==> config.mk <==
export PLATFORM = sky130hd
export DESIGN_NAME = mem_serial
export DESIGN_NICKNAME = d
export VERILOG_FILES = /design/src/rtl/mem_serial.sv
export SDC_FILE = /design/constraint.sdc
export NUM_CORES = 1
export LEC_CHECK = 0
export CAP_MARGIN = 20
export CORE_ASPECT_RATIO = 1.4
export CORE_MARGIN = 8
export CORE_UTILIZATION = 36
export DETAILED_ROUTE_END_ITERATION = 10
export PLACE_DENSITY = 0.83
export SKIP_CTS_REPAIR_TIMING = 1
export SLEW_MARGIN = 20
export SYNTH_ARGS = -nofsm -noshare
export SYNTH_HDL_FRONTEND = slang
export SYNTH_SLANG_ARGS = --single-unit
==> constraint.sdc <==
create_clock -name clk -period 3.4 [get_ports clk]
set_input_delay 0.68 -clock clk [delete_from_list [all_inputs] [get_ports clk]]
set_output_delay 0.68 -clock clk [all_outputs]
set_load 0.01 [all_outputs]
==> src/rtl/mem_serial.sv <==
// Memory-access pipeline stage: passes ALU results through and runs loads/stores
// as little-endian byte-serial transfers on an 8-bit, 1-cycle-latency RAM port.
module mem_serial (
  input  logic        clk,
  input  logic        rst,
  input  logic [4:0]  wd_i,
  input  logic        wreg_i,
  input  logic [31:0] wdata_i,
  input  logic [3:0]  mem_op_i,
  input  logic [31:0] mem_addr_i,
  input  logic [31:0] mem_wdata_i,
  input  logic        mem_busy_i,
  input  logic [7:0]  mem_din_i,
  output logic [31:0] mem_a_o,
  output logic [7:0]  mem_dout_o,
  output logic        mem_wr_o,
  output logic        mem_req_o,
  output logic [4:0]  wd_o,
  output logic        wreg_o,
  output logic [31:0] wdata_o,
  output logic        stallreq
);

  localparam int unsigned DW  = 32;
  localparam int unsigned AW  = 32;
  localparam int unsigned BW  = 8;
  localparam int unsigned IW  = 2;

  localparam logic [3:0] OP_LB  = 4'd1;
  localparam logic [3:0] OP_LH  = 4'd2;
  localparam logic [3:0] OP_LW  = 4'd3;
  localparam logic [3:0] OP_LBU = 4'd4;
  localparam logic [3:0] OP_LHU = 4'd5;
  localparam logic [3:0] OP_SB  = 4'd6;
  localparam logic [3:0] OP_SH  = 4'd7;
  localparam logic [3:0] OP_SW  = 4'd8;

  typedef enum logic [1:0] {IDLE, XFER, WAIT, DONE} state_t;

  state_t          state, state_d;
  logic [IW-1:0]   cnt, cnt_d;
  logic            pend;
  logic [IW-1:0]   pend_idx;
  logic [DW-1:0]   buffer;

  logic            is_load, is_store, is_mem;
  logic [IW-1:0]   last_idx;
  logic            issue;
  logic [IW-1:0]   idx;
  logic            stall;
  logic            wreg_c;
  logic [DW-1:0]   wdata_c;
  logic [DW-1:0]   load_val;

  // Operation decode: codes outside 1..8 behave as NONE.
  always_comb begin
    is_load  = (mem_op_i >= OP_LB) && (mem_op_i <= OP_LHU);
    is_store = (mem_op_i >= OP_SB) && (mem_op_i <= OP_SW);
    is_mem   = is_load || is_store;
    last_idx = '0;
    case (mem_op_i)
      OP_LH, OP_LHU, OP_SH: last_idx = 2'd1;
      OP_LW, OP_SW:         last_idx = 2'd3;
      default:              last_idx = 2'd0;
    endcase
  end

  // Sign/zero extension of the assembled load buffer.
  always_comb begin
    load_val = '0;
    case (mem_op_i)
      OP_LB:   load_val = {{24{buffer[7]}}, buffer[7:0]};
      OP_LH:   load_val = {{16{buffer[15]}}, buffer[15:0]};
      OP_LW:   load_val = buffer;
      OP_LBU:  load_val = {24'd0, buffer[7:0]};
      OP_LHU:  load_val = {16'd0, buffer[15:0]};
      default: load_val = '0;
    endcase
  end

  always_ff @(posedge clk or negedge rst) begin
    if (!rst) begin
      state    <= IDLE;
      cnt      <= '0;
      pend     <= 1'b0;
      pend_idx <= '0;
      buffer   <= '0;
    end else begin
      state    <= state_d;
      cnt      <= cnt_d;
      pend     <= issue && !is_store;
      pend_idx <= idx;
      // Read data arrives one cycle after issue, independent of busy.
      if (pend) buffer[{pend_idx, 3'b000} +: BW] <= mem_din_i;
    end
  end

  always_comb begin
    state_d = state;
    cnt_d   = cnt;
    issue   = 1'b0;
    idx     = '0;
    stall   = 1'b0;
    wreg_c  = 1'b0;
    wdata_c = '0;
    case (state)
      IDLE: begin
        if (!is_mem) begin
          wreg_c  = wreg_i;
          wdata_c = wdata_i;
        end else begin
          stall = 1'b1;
          if (!mem_busy_i) begin
            issue = 1'b1;
            cnt_d = 2'd1;
            if (last_idx == 2'd0) state_d = is_store ? DONE : WAIT;
            else                  state_d = XFER;
          end
        end
      end
      XFER: begin
        stall = 1'b1;
        if (!mem_busy_i) begin
          issue = 1'b1;
          idx   = cnt;
          cnt_d = cnt + 2'd1;
          if (cnt == last_idx) state_d = is_store ? DONE : WAIT;
        end
      end
      WAIT: begin
        stall   = 1'b1;
        state_d = DONE;
      end
      DONE: begin
        wreg_c  = wreg_i;
        wdata_c = is_store ? '0 : load_val;
        cnt_d   = '0;
        state_d = IDLE;
      end
      default: state_d = IDLE;
    endcase
  end

  // Outputs are combinational; reset forces them all low immediately.
  always_comb begin
    mem_req_o  = rst && issue;
    mem_wr_o   = rst && issue && is_store;
    mem_a_o    = (rst && issue) ? mem_addr_i + AW'(idx) : '0;
    mem_dout_o = (rst && issue && is_store) ? mem_wdata_i[{idx, 3'b000} +: BW] : '0;
    wd_o       = rst ? wd_i : '0;
    wreg_o     = rst && wreg_c;
    wdata_o    = rst ? wdata_c : '0;
    stallreq   = rst && stall;
  end

endmodule
Yosys cells after proc, flatten, opt, wreduce, memory -nomap -nowiden
Cells that the tools add are included.
- reductions and logical operators: 17
- shifts and indexed selects: 3
- equal/unequal tests: 15
- magnitude comparators: 4
- muxes and demuxes: 30
- add/subtract/negate cells: 3
- operators with widths (operator ; count):
    32-bit case mux with 5 select lines ; 1
    32-bit two-way mux ; 4
    32-bit case mux with 2 select lines ; 1
    32-bit by 2-bit adder with 32-bit output ; 1
    32-bit bitwise mux ; 1
    8-bit by 7-bit variable shift with 32-bit output (first input constant) ; 1
    32-bit by 6-bit indexed part select with 8-bit output ; 1
    8-bit by 7-bit indexed part select with 32-bit output ; 1
    2-bit two-way mux ; 10
    4-bit by 3-bit equality test with 1-bit output (second input constant) ; 3
    4-bit by 2-bit equality test with 1-bit output (second input constant) ; 2
    8-bit two-way mux ; 1
    2-bit != test (second input constant) ; 4
    2-bit case mux with 4 select lines ; 1
    4-bit AND reduction ; 2
    1-bit logical AND ; 7
    5-bit negation with 7-bit output ; 1
    1-bit case mux with 2 select lines ; 3
    2-bit case mux with 3 select lines ; 1
    1-bit two-way mux ; 5
    5-bit two-way mux ; 1
    2-bit equality test (second input constant) ; 2
    4-bit by 1-bit equality test with 1-bit output (second input constant) ; 1
    4-bit equality test (second input constant) ; 1
    other kinds (14) ; 16
- output and inout bits: 81
- register bits after elaboration: 39

Logic depth before layout (Yosys ltp)
Gate-level depths: netlist of run 1.
- depth in word-level cells: 8
- gate-level depth with buffers: 12
- gate-level depth less buffers: 10

Least setup slack after synthesis of run 1
Ideal clock, no wire load.
- path kind: register to output
- from: register state[1]
- to: output mem_a_o[30]
- buffers on the path: 2
- path slack: -98 ps
- arrival time: 2818 ps
- cell stages (with the launch flop): 13
- data required time: 2720 ps
- cells stage by stage: dfrtp_1 -> inv_1 -> ha_1 -> nand2_1 -> nor2_1 -> buf_2 -> ha_1 -> fa_1 -> and3_1 -> buf_2 -> nand3_1 -> or3_1 -> a21oi_1
- cells in the longest elaborated chain, start to end: 4
- elaborated cells on any way between the ends: 7
- classes of those cells: add/sub (1); eq/ne (1); mux (3); reduce/logical (2)
- RTL lines (element ; RTL line ; text):
    from (decl) ; 40 ; state_t state, state_d;
    from (signal assigned) ; 89 ; state <= state_d;
    2-bit by 1-bit equality test with 1-bit output ; 106 ; case (state)
    2-bit two-way mux ; 106 ;
    named net idx[0] ; 49 ; logic [IW-1:0] idx;
    32-bit by 2-bit adder with 32-bit output ; 148 ; mem_a_o = (rst && issue) ? mem_addr_i + AW'(idx) : '0;
    32-bit two-way mux ; 148 ;
    to (decl) ; 14 ; output logic [31:0] mem_a_o,
The timed path passes the listed nets, and every way through them passes these cells.

Final worst setup path of run 1
- from: input mem_op_i[2]
- to: output wdata_o[11]
- cells in the longest elaborated chain, start to end: 6
- elaborated cells on any way between the ends: 17
- classes of those cells: order compare (4); eq/ne (5); mux (5); reduce/logical (3)
- RTL lines (element ; RTL line ; text):
    from (decl) ; 9 ; input logic [3:0] mem_op_i,
    4-bit by 1-bit greater-or-equal comparator with 1-bit output, or another cell as far along ; 57 ; is_load = (mem_op_i >= OP_LB) && (mem_op_i <= OP_LHU);
    1-bit logical AND, on equally long branches ; 57, 58 ;
    1-bit logical OR ; 59 ; is_mem = is_load || is_store;
    32-bit two-way mux ; 108 ; if (!is_mem) begin
    32-bit case mux with 2 select lines * ; 106 ;
    32-bit two-way mux * ; 152 ; wdata_o = rst ? wdata_c : '0;
    to (decl) ; 20 ; output logic [31:0] wdata_o,
Mark *: on every way between the ends. The rest lies on a longest branch, timed or not.

==> flow_summary.ini, run 1 <==
[synthesis]
synth-seq-cells = 39
synth_area_leaders = dfrtp_1, a22o_1, nor2_1, xor2_1, a22oi_1
synth_area_leader_cell = dfrtp_1
yosys_warnings = 0
synth_flop_cell = dfrtp_1
synth_top_area_share = 0.267
yosysUniqueCellTypes = 57
async_flop_share = 1.00
syn-num-nets = 579
syn_inst = 451
syn_area_per_cell_um2 = 8.10
synthesis.area_mm2 = 0.00365
synth_edf_count = 0
synth.most_common_cell = nor2_1
synth_commonest_cells = nor2_1, nand2_1, dfrtp_1
synth_seq_area_share = 0.267

[place]
dp_hpwl_um = 12200
pre_cts_ws_ns = -0.578
place.gp.congestion = 0.849
port_buffers = 197
place_inst = 822

[critical_path]
crit_start = mem_op_i[2]
crit_arrival_ns = 2.73
timing.rr.start = state[1]$_DFFE_PN0P_
required_ns = 2.72
r2r_cells = 7
worstSetupStartpointType = input pin
cp-end-kind = primary output
reg2reg_slack_ns = 1.29
worst-path-max-fanout = 7
worstReg2RegEnd = state[0]$_DFFE_PN0P_
crit_type = input pin to primary output

[layout]
drive_above_1_share = 0.180
fin_cells = 848
nets = 839
postLayoutCoreUtil = 0.683
area_growth_pct = 85.3

[die]
start_util = 0.369
die_y_um = 135
die_x_um = 101
rows = 43
die_area_mm2 = 0.0137
ioPinCount = 198
core_area_mm2 = 0.00990

[sta]
layout_min_cycle_time_ns = 3.41
worst_pin_slew_ns = 0.797
max_freq_ghz = 0.293
maxSlewViolCount = 0
fin_skew_ns = 0.00523
fin_hold_ws_ns = 0.411
hold_viol_final = 0
min_period_over_period = 1.00
setup_viol = 1
finalWorstSetupSlack_ns = -0.0107
slew_headroom = 0.462

[clocking]
clk_path_buf_depth = 2
root_buffer = clkbuf_16
cts_made_buffers = 5
clock_sinks = 39
clk_latency_ns = 0.28
h-tree-depth = 2
tritoncts = yes
clk_pin_slew_ns = 0.05

[pwr]
p_leak_nw = 3.91
sw_frac_of_total = 0.366
seqPwrFrac = 0.229
clkPwrFrac = 0.206
p_switching_w = 0.000966
internal_power_w = 0.00167
vdd_drop_max_mv = 0.186
share_comb_of_total_power = 0.565
p_per_area_mw_per_mm2 = 390
power.total_w = 0.00264

[drt]
wl_per_cell_um = 19.3
first_pass_iters = 5
drc_errors = 0
postRouteAntennaNets = 0
drtIter0Drc = 244
vias = 4586
wirelength_um = 16400
via_per_inst = 5.41

[flow_run]
drv_cap = 0

[min_path]
hold_class = input pin to async pin

[grt]
antenna_found_initial = 1
grt_pass1_wl_um = 22700
grt_usage = 0.207
grt_overflow_total = 0
grt_max_degree = 34
grt_pass1_vias = 4549

[outcome]
failed_checks = setup timing
outcome = finished, violations left
-- registers in the layout, summed over array words and instances, names as in the netlist --
name / count
buffer: 32
cnt: 2
state: 2
pend_idx: 2
pend: 1
-- routing by layer --
layer | part of all wire | up-vias | track usage
met1 | 0.36 | 2160 | 0.204
met5 | 0 | - | 0
met3 | 0.085 | 31 | 0.0772
met4 | 0.029 | 0 | 0.0840
li1 | - | 2173 | -
met2 | 0.52 | 222 | 0.377
-- how the worst max path moves through the flow --
stage	endpoint	slack (ns)	cells after the start
2_1_floorplan	mem_a_o[30]	0.08	12
3_3_place_gp	mem_a_o[24]	-0.53	10
3_5_place_dp	mem_a_o[30]	-0.58	10
4_1_cts	mem_a_o[30]	-0.62	10
5_1_grt	wdata_o[17]	-0.07	10
6_report	wdata_o[11]	-0.01	8
-- worst max-delay path, stage by stage --
cell and delay [ns]:
dlymetal6s2s_1 0.16, or4_4 0.56, buf_4 0.16, a21boi_4 0.27, buf_6 0.17, a2bb2oi_1 0.06, nor2_1 0.09, clkdlybuf4s50_1 0.56
-- kinds of logic after synthesis --
group	Yosys count	synth area share
DFF	39	0.267
buffers and inverters	42	0.0569
and+or+nand+nor	196	0.269
adders and majority gates	11	0.0398
AOI/OAI and AO/OA	127	0.277
muxes	10	0.0274
xor gates and xnor gates	26	0.0624
-- power by group through the flow --
stage	combinational, W	sequential, W	clock (W)
floorplan	0.000750	0.000592	0
global placement	0.00130	0.000599	0
detailed placement	0.00133	0.000608	0
CTS	0.00134	0.000599	0.000547
global route	0.00161	0.000613	0.000570
finish	0.00149	0.000605	0.000544
-- layout by cell type (no fill, tap or decap), drive strengths merged, types with 4 or more instances in the layout --
| cell type | count |
|---|---|
| clkdlybuf4s50 | 126 |
| buf | 88 |
| nor2 | 72 |
| dlymetal6s2s | 69 |
| nand2 | 48 |
| dfrtp | 39 |
| a22o | 32 |
| a22oi | 24 |
| xor2 | 22 |
| a21oi | 20 |
| nand3 | 14 |
| mux2i | 10 |
| inv | 10 |
| ha | 10 |
| a2bb2oi | 9 |
| nand4 | 9 |
| a211oi | 9 |
| o22a | 8 |
| o21ai | 8 |
| and2 | 7 |
| and3 | 7 |
| clkbuf | 7 |
| and4 | 6 |
| or3 | 5 |
| nand3b | 4 |
| xnor2 | 4 |
| o31ai | 4 |
-- cell type report --
| class | count | area [um2] |
|---|---|---|
| antenna | 1 | 2.50 |
| timing repair buffer | 284 | 2850 |
| fill | 774 | 3130 |
| inverter | 11 | 41.3 |
| sequential | 39 | 976 |
| clock buffer | 6 | 139 |
| tap | 135 | 169 |
| multi-input combinational | 370 | 2550 |
| clock inverter | 2 | 35.0 |
-- metrics by stage --
| stage | TNS, ns | area, um2 |
|---|---|---|
| 2_1_floorplan | 0 | 3660 |
| 3_3_place_gp | -24.82 | 6190 |
| 3_5_place_dp | -27.39 | 6190 |
| 4_1_cts | -28.21 | 6370 |
| 5_1_grt | -0.203 | 6770 |
| 6_report | -0.0107 | 6770 |
Note: power is estimated with default switching activity, not from simulation.
==> run 2, diff against run 1 <==
--- a/config.mk
+++ b/config.mk
@@ -5,12 +5,13 @@
 export SDC_FILE = /design/constraint.sdc
 export NUM_CORES = 1
 export LEC_CHECK = 0
+export ABC_CLOCK_PERIOD_IN_PS = 3400
 export CAP_MARGIN = 20
 export CORE_ASPECT_RATIO = 1.4
 export CORE_MARGIN = 8
-export CORE_UTILIZATION = 36
+export CORE_UTILIZATION = 30
 export DETAILED_ROUTE_END_ITERATION = 10
-export PLACE_DENSITY = 0.83
+export PLACE_DENSITY = 0.72
 export SKIP_CTS_REPAIR_TIMING = 1
 export SLEW_MARGIN = 20
 export SYNTH_ARGS = -nofsm -noshare
==> run 2 against run 1 <==
Effect of this change:
- the run now ends clean
- sequential cell count is the same
- total power shrank 3.1%
- clock power is essentially flat
- design area shrank 0.46%
- hold slack gained 0.039 ns
- sequential share of layout area grew 0.067 points
- critical path type unchanged
- critical path depth grew 1
- critical endpoint is now mem_dout_o[2]
- first-iteration DRC count shrank 25%
==> flow_summary.ini, run 2 (same netlist as run 1, synthesis figures left out) <==
[drt]
postRouteAntennaNets = 0
drtIter0Drc = 182
vias = 4475
first_pass_iters = 5
drc_errors = 0
via_per_inst = 5.26
wl_per_cell_um = 18.7
wirelength_um = 15900

[place]
pre_cts_ws_ns = -0.573
port_buffers = 197
place.gp.congestion = 0.846
dp_hpwl_um = 12500
place_inst = 832

[critical_path]
slowest_stage = clkdlybuf4s50_1
crit_type = input pin to primary output
cp-end-kind = primary output
required_ns = 2.72
worstReg2RegEnd = buffer[17]$_DFFE_PN0P_
timing.rr.start = pend_idx[0]$_DFF_PN0_
worst-path-max-fanout = 9
crit_path_max_incr_delay_ns = 0.45
path_cells = clkdlybuf4s50_1 > buf_4 > o31ai_4 > nand3_2 > a211o_4 > or2_4 > buf_12 > a211oi_2 > dlymetal6s2s_1
r2r_cells = 5
reg2reg_slack_ns = 1.24
worstSetupStartpointType = input pin
crit_arrival_ns = 2.66

[sta]
max_freq_ghz = 0.299
fin_hold_ws_ns = 0.451
setup_viol = 0
slew_headroom = 0.443
layout_min_cycle_time_ns = 3.34
finalWorstSetupSlack_ns = 0.0609
fin_setup_tns_ns = 0
fin_skew_ns = 0.00669
min_period_over_period = 0.982
hold_viol_final = 0
worst_pin_slew_ns = 0.833
grt_setup_unrepaired = yes
maxSlewViolCount = 0

[grt]
grt_usage = 0.180
grt_pass1_vias = 4501
antenna_found_initial = 0
grt_pass1_wl_um = 23100
grt_max_degree = 34
grt_overflow_total = 0

[pwr]
vdd_drop_max_mv = 0.179
sw_frac_of_total = 0.361
share_comb_of_total_power = 0.553
p_switching_w = 0.000924
internal_power_w = 0.00164
clkPwrFrac = 0.214
power.total_w = 0.00256
p_leak_nw = 3.94
seqPwrFrac = 0.233
p_per_area_mw_per_mm2 = 380

[layout]
drive_above_1_share = 0.174
nets = 830
antennaDiodeCount = 0
fin_cells = 850
largest_reg_flops = 32
largest_register = buffer
final_common_cell = clkdlybuf4s50_1
area_growth_pct = 84.4
layout_common_cells = clkdlybuf4s50_1, nor2_1, dlymetal6s2s_1

[min_path]
hold_class = input pin to async pin

[clocking]
clk_pin_slew_ns = 0.06
h-tree-depth = 2
clk_latency_ns = 0.29
tritoncts = yes
clock_sinks = 39
clk_path_buf_depth = 2
cts_made_buffers = 5
root_buffer = clkbuf_16

[die]
rows = 47
die_x_um = 109
start_util = 0.307
die_area_mm2 = 0.0160
core_area_mm2 = 0.0119
ioPinCount = 198
die_y_um = 147

[outcome]
outcome = completed

[flow_run]
drv_cap = 0
## run 2: final cells by class
| cell class | instances | area (um2) |
|---|---|---|
| inverters | 11 | 41.3 |
| repair buffers | 275 | 2810 |
| well taps | 147 | 184 |
| multi-input cells | 370 | 2550 |
| flip-flops and latches | 39 | 976 |
| fillers | 1066 | 5140 |
| clock inverters | 2 | 35.0 |
| clock buffers | 6 | 139 |
## run 2: worst max-delay path: cells and delay by family
| kind | cells | cell delay [ns] |
|---|---|---|
| buf+inv | 4 | 0.98 |
| compound gates | 3 | 0.58 |
| simple gates | 2 | 0.40 |
## run 2: worst max-delay path by stage
stage,to,cells after the start,startpoint,slack [ns]
detailed placement,mem_a_o[30],10,mem_busy_i,-0.57
CTS,mem_a_o[30],10,mem_busy_i,-0.59
global route,mem_a_o[30],11,state[1]$_DFFE_PN0P_,-0.01
finish,mem_dout_o[2],9,mem_op_i[3],0.06
global placement,mem_a_o[30],10,mem_busy_i,-0.55
floorplan,mem_a_o[30],12,state[1]$_DFFE_PN0P_,0.08
## run 2: power by group through the flow
stage                     combinational, W  clock, W  sequential [W]
after floorplan                   0.000750         0        0.000592
after global placement             0.00132         0        0.000601
after detailed placement           0.00135         0        0.000603
after CTS                          0.00136  0.000554        0.000595
after global routing               0.00153  0.000577        0.000607
final                              0.00142  0.000547        0.000597
## run 2: per-stage QoR
stage | util | cell area (um2)
5_1_grt | 0.567 | 6730
3_3_place_gp | 0.522 | 6200
2_1_floorplan | - | 3660
3_5_place_dp | 0.522 | 6200
6_report | 0.567 | 6730
4_1_cts | 0.537 | 6380
## run 2: metal layers
layer  vias up  wire length [um]  global-route usage
met5         -                 0                   0
met4         0               470              0.0800
met3        30              1730              0.0736
met2       227              7980               0.311
met1      2062              5700               0.184
li1       2156                 -                   -
